<file path="config.mk">
export PLATFORM = sky130hd
export DESIGN_NAME = encoder8to3_seq
export DESIGN_NICKNAME = d
export VERILOG_FILES = /design/src/rtl/enc_pkg.sv /design/src/rtl/prio_enc8to3.sv /design/src/rtl/encoder8to3_seq.sv
export SDC_FILE = /design/constraint.sdc
export NUM_CORES = 1
export LEC_CHECK = 0
export BUFFER_PORTS_ARGS = -buffer_cell sky130_fd_sc_hd__buf_2
export CAP_MARGIN = 10
export CORE_ASPECT_RATIO = 1.5
export CORE_UTILIZATION = 45
export CTS_CLUSTER_SIZE = 25
export DETAILED_ROUTE_END_ITERATION = 8
export PLACE_DENSITY = 0.65
export SYNTH_ARGS = -nofsm -noshare
export SYNTH_HDL_FRONTEND = slang
export SYNTH_SLANG_ARGS = --single-unit
</file>
<file path="constraint.sdc">
create_clock -name clk -period 2.4 [get_ports clk]
set_input_delay 0.48 -clock clk [delete_from_list [all_inputs] [get_ports clk]]
set_output_delay 0.48 -clock clk [all_outputs]
set_load 0.1 [all_outputs]
</file>
<file path="src/rtl/enc_pkg.sv">
// rtl/enc_pkg.sv - shared widths, FSM state encoding and one-hot helper for the sequential 8-to-3 encoder
package enc_pkg;

    localparam int N_REQ  = 8;
    localparam int CODE_W = 3;

    typedef enum logic {
        ST_IDLE = 1'b0,
        ST_HOLD = 1'b1
    } state_t;

    function automatic logic [N_REQ-1:0] onehot(input logic [CODE_W-1:0] code);
        logic [N_REQ-1:0] v;
        v       = '0;
        v[code] = 1'b1;
        return v;
    endfunction

endpackage

</file>
<file path="src/rtl/prio_enc8to3.sv">
// rtl/prio_enc8to3.sv - combinational rotating priority encoder, 8 request bits to a 3-bit index
//
// Purpose: returns the first set bit of req, searching upward from index base
//          and wrapping 7 -> 0. With base = 0 this is plain lowest-index-wins.
// Ports:
//   req   in  8  request vector
//   base  in  3  search start index
//   code  out 3  index of the first set bit at or after base (0 when none)
//   any   out 1  at least one request bit set
module prio_enc8to3
    import enc_pkg::*;
(
    input  logic [N_REQ-1:0]  req,
    input  logic [CODE_W-1:0] base,
    output logic [CODE_W-1:0] code,
    output logic              any
);

    logic [CODE_W-1:0] idx;

    // Walk from the farthest offset down to offset 0 so the last hit
    // written is the one closest to base; no early exit needed.
    always_comb begin
        code = '0;
        any  = 1'b0;
        idx  = '0;
        for (int i = N_REQ - 1; i >= 0; i--) begin
            idx = base + CODE_W'(i);
            if (req[idx]) begin
                code = idx;
                any  = 1'b1;
            end
        end
    end

endmodule

</file>
<file path="src/rtl/encoder8to3_seq.sv">
// rtl/encoder8to3_seq.sv - sequential 8-to-3 encoder: edge-captured requests served one code per handshake
//
// Purpose: synchronises 8 asynchronous request levels, turns each rising edge
//          into a sticky pending bit and hands pending indices to a consumer
//          over a valid/ready handshake, one code per accepted transfer.
// Build option: ENC_ROUND_ROBIN_EN - when defined, the encoder search starts
//          at a rotating pointer (one past the last accepted code) so no line
//          can starve; when undefined, lowest index always wins.
// Ports:
//   clk        in   1  system clock
//   rst_n      in   1  asynchronous active-low reset
//   req_in     in   8  asynchronous request levels, one event per rising edge
//   out_code   out  3  index of the request being offered
//   out_valid  out  1  out_code is valid
//   out_ready  in   1  consumer accepts when out_valid && out_ready at clk edge
//   pending    out  8  captured events not yet accepted
//   drop       out  1  one-cycle pulse when a rise hits an already pending bit
module encoder8to3_seq
    import enc_pkg::*;
#(
    parameter int SYNC_STAGES = 2
) (
    input  logic              clk,
    input  logic              rst_n,
    input  logic [N_REQ-1:0]  req_in,
    output logic [CODE_W-1:0] out_code,
    output logic              out_valid,
    input  logic              out_ready,
    output logic [N_REQ-1:0]  pending,
    output logic              drop
);

    logic [N_REQ-1:0]  sync_q [SYNC_STAGES];
    logic [N_REQ-1:0]  req_s;
    logic [N_REQ-1:0]  req_q;
    logic [N_REQ-1:0]  rise;
    logic              acc;
    logic [N_REQ-1:0]  clr;
    logic [N_REQ-1:0]  pend_nxt;

    state_t            state;
    state_t            state_nxt;
    logic [CODE_W-1:0] code_nxt;
    logic              valid_nxt;

    logic [N_REQ-1:0]  enc_req;
    logic [CODE_W-1:0] enc_base;
    logic [CODE_W-1:0] enc_code;
    logic              enc_any;

    // Synchroniser chain; req_q resets low so a line held high through
    // reset is seen as a rise once reset is released.
    always_ff @(posedge clk or negedge rst_n) begin
        if (!rst_n) begin
            for (int i = 0; i < SYNC_STAGES; i++) begin
                sync_q[i] <= '0;
            end
            req_q <= '0;
        end else begin
            sync_q[0] <= req_in;
            for (int i = 1; i < SYNC_STAGES; i++) begin
                sync_q[i] <= sync_q[i-1];
            end
            req_q <= req_s;
        end
    end

    assign req_s = sync_q[SYNC_STAGES-1];
    assign rise  = req_s & ~req_q;
    assign acc   = out_valid & out_ready;
    assign clr   = acc ? onehot(out_code) : '0;

    // A rise on the bit being accepted in the same cycle is ORed back in
    // after the clear, so that event survives as a fresh pending bit.
    assign pend_nxt = (pending & ~clr) | rise;

    always_ff @(posedge clk or negedge rst_n) begin
        if (!rst_n) begin
            pending <= '0;
            drop    <= 1'b0;
        end else begin
            pending <= pend_nxt;
            drop    <= |(rise & pending & ~clr);
        end
    end

    // In HOLD the next code is chosen from the post-accept set so transfers
    // can run back to back; in IDLE the registered set is enough.
    assign enc_req = (state == ST_HOLD) ? pend_nxt : pending;

`ifdef ENC_ROUND_ROBIN_EN
    logic [CODE_W-1:0] rr_ptr;

    always_ff @(posedge clk or negedge rst_n) begin
        if (!rst_n) begin
            rr_ptr <= '0;
        end else if (acc) begin
            rr_ptr <= out_code + CODE_W'(1);
        end
    end

    // On an accept the pointer is moving this very edge, so search from
    // its new value rather than the stale register.
    assign enc_base = acc ? (out_code + CODE_W'(1)) : rr_ptr;
`else
    assign enc_base = '0;
`endif

    prio_enc8to3 u_prio (
        .req  (enc_req),
        .base (enc_base),
        .code (enc_code),
        .any  (enc_any)
    );

    always_ff @(posedge clk or negedge rst_n) begin
        if (!rst_n) begin
            state     <= ST_IDLE;
            out_code  <= '0;
            out_valid <= 1'b0;
        end else begin
            state     <= state_nxt;
            out_code  <= code_nxt;
            out_valid <= valid_nxt;
        end
    end

    always_comb begin
        state_nxt = state;
        code_nxt  = out_code;
        valid_nxt = out_valid;
        case (state)
            ST_IDLE: begin
                if (enc_any) begin
                    code_nxt  = enc_code;
                    valid_nxt = 1'b1;
                    state_nxt = ST_HOLD;
                end
            end
            ST_HOLD: begin
                if (acc) begin
                    if (enc_any) begin
                        code_nxt = enc_code;
                    end else begin
                        valid_nxt = 1'b0;
                        state_nxt = ST_IDLE;
                    end
                end
            end
            default: begin
                valid_nxt = 1'b0;
                state_nxt = ST_IDLE;
            end
        endcase
    end

endmodule

</file>
==> flow_metrics.env <==
export IMPL_fmax_mhz=490
export IMPL_grt_antenna_before_repair=0
export IMPL_insertion_delay_ns=0.29
export IMPL_antenna_cells=0
export IMPL_max_slew_margin_rel=0.475
export IMPL_crit_chain="and3b_1 > a2111oi_4 > o2111ai_2 > o311ai_1 > o2bb2ai_1"
export IMPL_startpoint="state$_DFF_PN0_"
export IMPL_grt_pass1_wl_um=5400
export IMPL_syn_nets=149
export IMPL_core_um2=3420
export IMPL_synth_area_leaders="dfrtp_1 (59%), o21ai_0 (3.7%), nand2_1 (3.5%)"
export IMPL_required_ns=2.57
export IMPL_antenna_left=0
export IMPL_setup_viol=0
export IMPL_cp_max_fo=13
export IMPL_crit_path_end="out_code[0]$_DFFE_PN0P_"
export IMPL_yosysMostFrequentCell="dfrtp_1"
export IMPL_clk_pin_slew_ns=0.08
export IMPL_dpl_hpwl_um=2450
export IMPL_drt_pass1_iterations=4
export IMPL_ys_ff_latch=38
export IMPL_cp_start_kind="flop"
export IMPL_dieArea_um2=3820
export IMPL_async_flop_share=1.00
export IMPL_hold_viol_final=0
export IMPL_synth_warnings=0
export IMPL_syn_avg_cell_area_um2=11.7
export IMPL_grt_max_degree=39
export IMPL_r2r_cells=5
export IMPL_rsz0062_at_grt="no"
export IMPL_reg2reg_from="state$_DFF_PN0_"
export IMPL_p_leak_nw=0.768
export IMPL_period_minus_slack_ns=2.04
export IMPL_fin_ws_ns=0.360
export IMPL_cts_tree="done"
export IMPL_grt_util_all_layers=0.198
export IMPL_peakVddDrop_v=0.000527
export IMPL_status="completed"
export IMPL_max_stage_delay_ns=0.52
export IMPL_fin_skew_ns=0.0134
export IMPL_cts_sinks=38
export IMPL_crit_type="flop to flop"
export IMPL_dpl_worst_slack_ns=0.372
export IMPL_power_density_nw_per_um2=859
export IMPL_viasPerCell=5.91
export IMPL_root_buffer="clkbuf_8"
export IMPL_io_buffer_count=23
export IMPL_tightest_slew_ns=0.787
export IMPL_ys_types=39
export IMPL_endpoint_kind="flop"
export IMPL_cts_hold_buffers=0
export IMPL_crit_family="compound AO/OA/AOI/OAI gates"
export IMPL_clock_path_buffers=2
export IMPL_synth_edff_count=0
export IMPL_num_nets_final=176
export IMPL_hold_class="input pin to async pin"
export IMPL_dieWidth_um=50.8
export IMPL_num_vias=1229
export IMPL_reg2reg_slack_ns=0.36
export IMPL_slew_viol_final=0
export IMPL_yosysTopAreaCellShare=0.591
export IMPL_die_h_um=75.2
export IMPL_ctsHtreeMaxLevel=2
export IMPL_synthCells=138
export IMPL_syn_to_final_growth_pct=14.7
export IMPL_cts_setup_buffers=0
export IMPL_crit_arrival_ns=2.22
export IMPL_boundaryPins=24
export IMPL_yosys_area_top_type="dfrtp_1"
export IMPL_critPathSlowestCell="dfrtp_1"
export IMPL_cap_violations=0
export IMPL_cp_depth=5
export IMPL_start_util=0.471
export IMPL_overflow=0
export IMPL_synth_ff_type="dfrtp_1"
export IMPL_wl_per_cell_um=16.0
export IMPL_place_gp_congestion=1.05
export IMPL_fin_tns_setup_ns=0
export IMPL_r2r_end="out_code[0]$_DFFE_PN0P_"
export IMPL_cts_buffers=5
export IMPL_syn_area_um2=1610
export IMPL_cts_resized=0
export IMPL_drcViolationCount=0
export IMPL_synth_common_cells="dfrtp_1 (38), nand2_1 (15), o21ai_0 (12)"
export IMPL_drive_gt1_frac=0.211
export IMPL_fin_crit_sh=0.850
export IMPL_ys_seq_area_frac=0.591
export IMPL_row_count=26
export IMPL_drtIter0Drc=44
export IMPL_grt_pass1_vias=1151
export IMPL_critPathBufInv=0
export IMPL_wirelength_um=3330
-- worst reg2reg max path, cell delays in order, from the launching register on --
cell and delay, ns:
dfrtp_1 0.52, and3b_1 0.28, a2111oi_4 0.42, o2111ai_2 0.25, o311ai_1 0.35, o2bb2ai_1 0.11
-- state kept, by name, indices dropped and copies added (netlist names) --
register   count
req_s          8
req_q          8
drop           1
state          1
pending        8
out_valid      1
out_code       3
sync_q         8
-- cell families after synthesis --
| family | after synthesis | share of synthesized area |
|---|---|---|
| AND/OR/NAND/NOR | 47 | 0.173 |
| AO/OA/AOI/OAI | 47 | 0.214 |
| flip-flops | 38 | 0.591 |
| buffers and inverters | 6 | 0.0218 |
-- report_power, final --
group	leakage [nW]	switching (W)	internal, W
registers	0.421	0.0000543	0.000688
clock network	0.0482	0.000216	0.000232
logic	0.300	0.000307	0.0000880
total	0.768	0.000578	0.00101
-- cells in the final DEF, fill, tap and decap left out, types with 3 or more instances in the layout --
cell	synthesis	final
inv_1	3	3
nor2b_1	4	4
nand2_1	15	15
buf_2	1	23
o22ai_1	4	4
dfrtp_1	38	37
o31ai_1	4	4
and3b_1	5	5
clkbuf_8	0	6
o21ai_0	12	12
a21oi_1	5	5
nand2b_1	7	7
nor3_1	4	4
a211oi_1	3	3
o21a_1	3	3
-- final cells by class --
cell class,count,area (µm²)
fill,303,1570
sequential,38,952
multi-input combinational,94,622
timing repair buffer,23,115
clock buffer,7,86.3
tap,42,52.6
inverter,3,11.3
clock inverter,1,5.00
-- metrics by stage --
stage | total power (W) | std cells | utilization | hold slack [ns] | instance area (µm²)
detailed placement | 0.00115 | 200 | 0.513 | 0.336 | 1750
global route | 0.00165 | 208 | 0.540 | 0.286 | 1840
floorplan | 0.00107 | 138 | - | 0.184 | 1610
finish | 0.00158 | 208 | 0.540 | 0.259 | 1840
CTS | 0.00159 | 208 | 0.540 | 0.287 | 1840
global placement | 0.00115 | 200 | 0.513 | 0.333 | 1750
-- worst min path at each step --
stage | depth (start not counted) | slack, ns | startpoint | end
final | 1 | 0.26 | rst_n | out_code[2]$_DFFE_PN0P_
after detailed placement | 0 | 0.34 | sync_q[9]$_DFF_PN0_ | req_s[1]$_DFF_PN0_
after global routing | 1 | 0.29 | req_in[0] | sync_q[8]$_DFF_PN0_
after CTS | 1 | 0.29 | req_in[0] | sync_q[8]$_DFF_PN0_
after floorplan | 0 | 0.18 | rst_n | drop$_DFF_PN0_
after global placement | 0 | 0.33 | sync_q[13]$_DFF_PN0_ | req_s[5]$_DFF_PN0_
-- per-layer routing --
layer / part of all wire / track usage / up-vias
met4: 0.032 / 0.0957 / 0
met1: 0.41 / 0.217 / 602
li1: - / - / 569
met3: 0.042 / 0.0384 / 12
met5: 0 / 0 / -
met2: 0.52 / 0.364 / 46
Power figures use the tool's default switching activity.
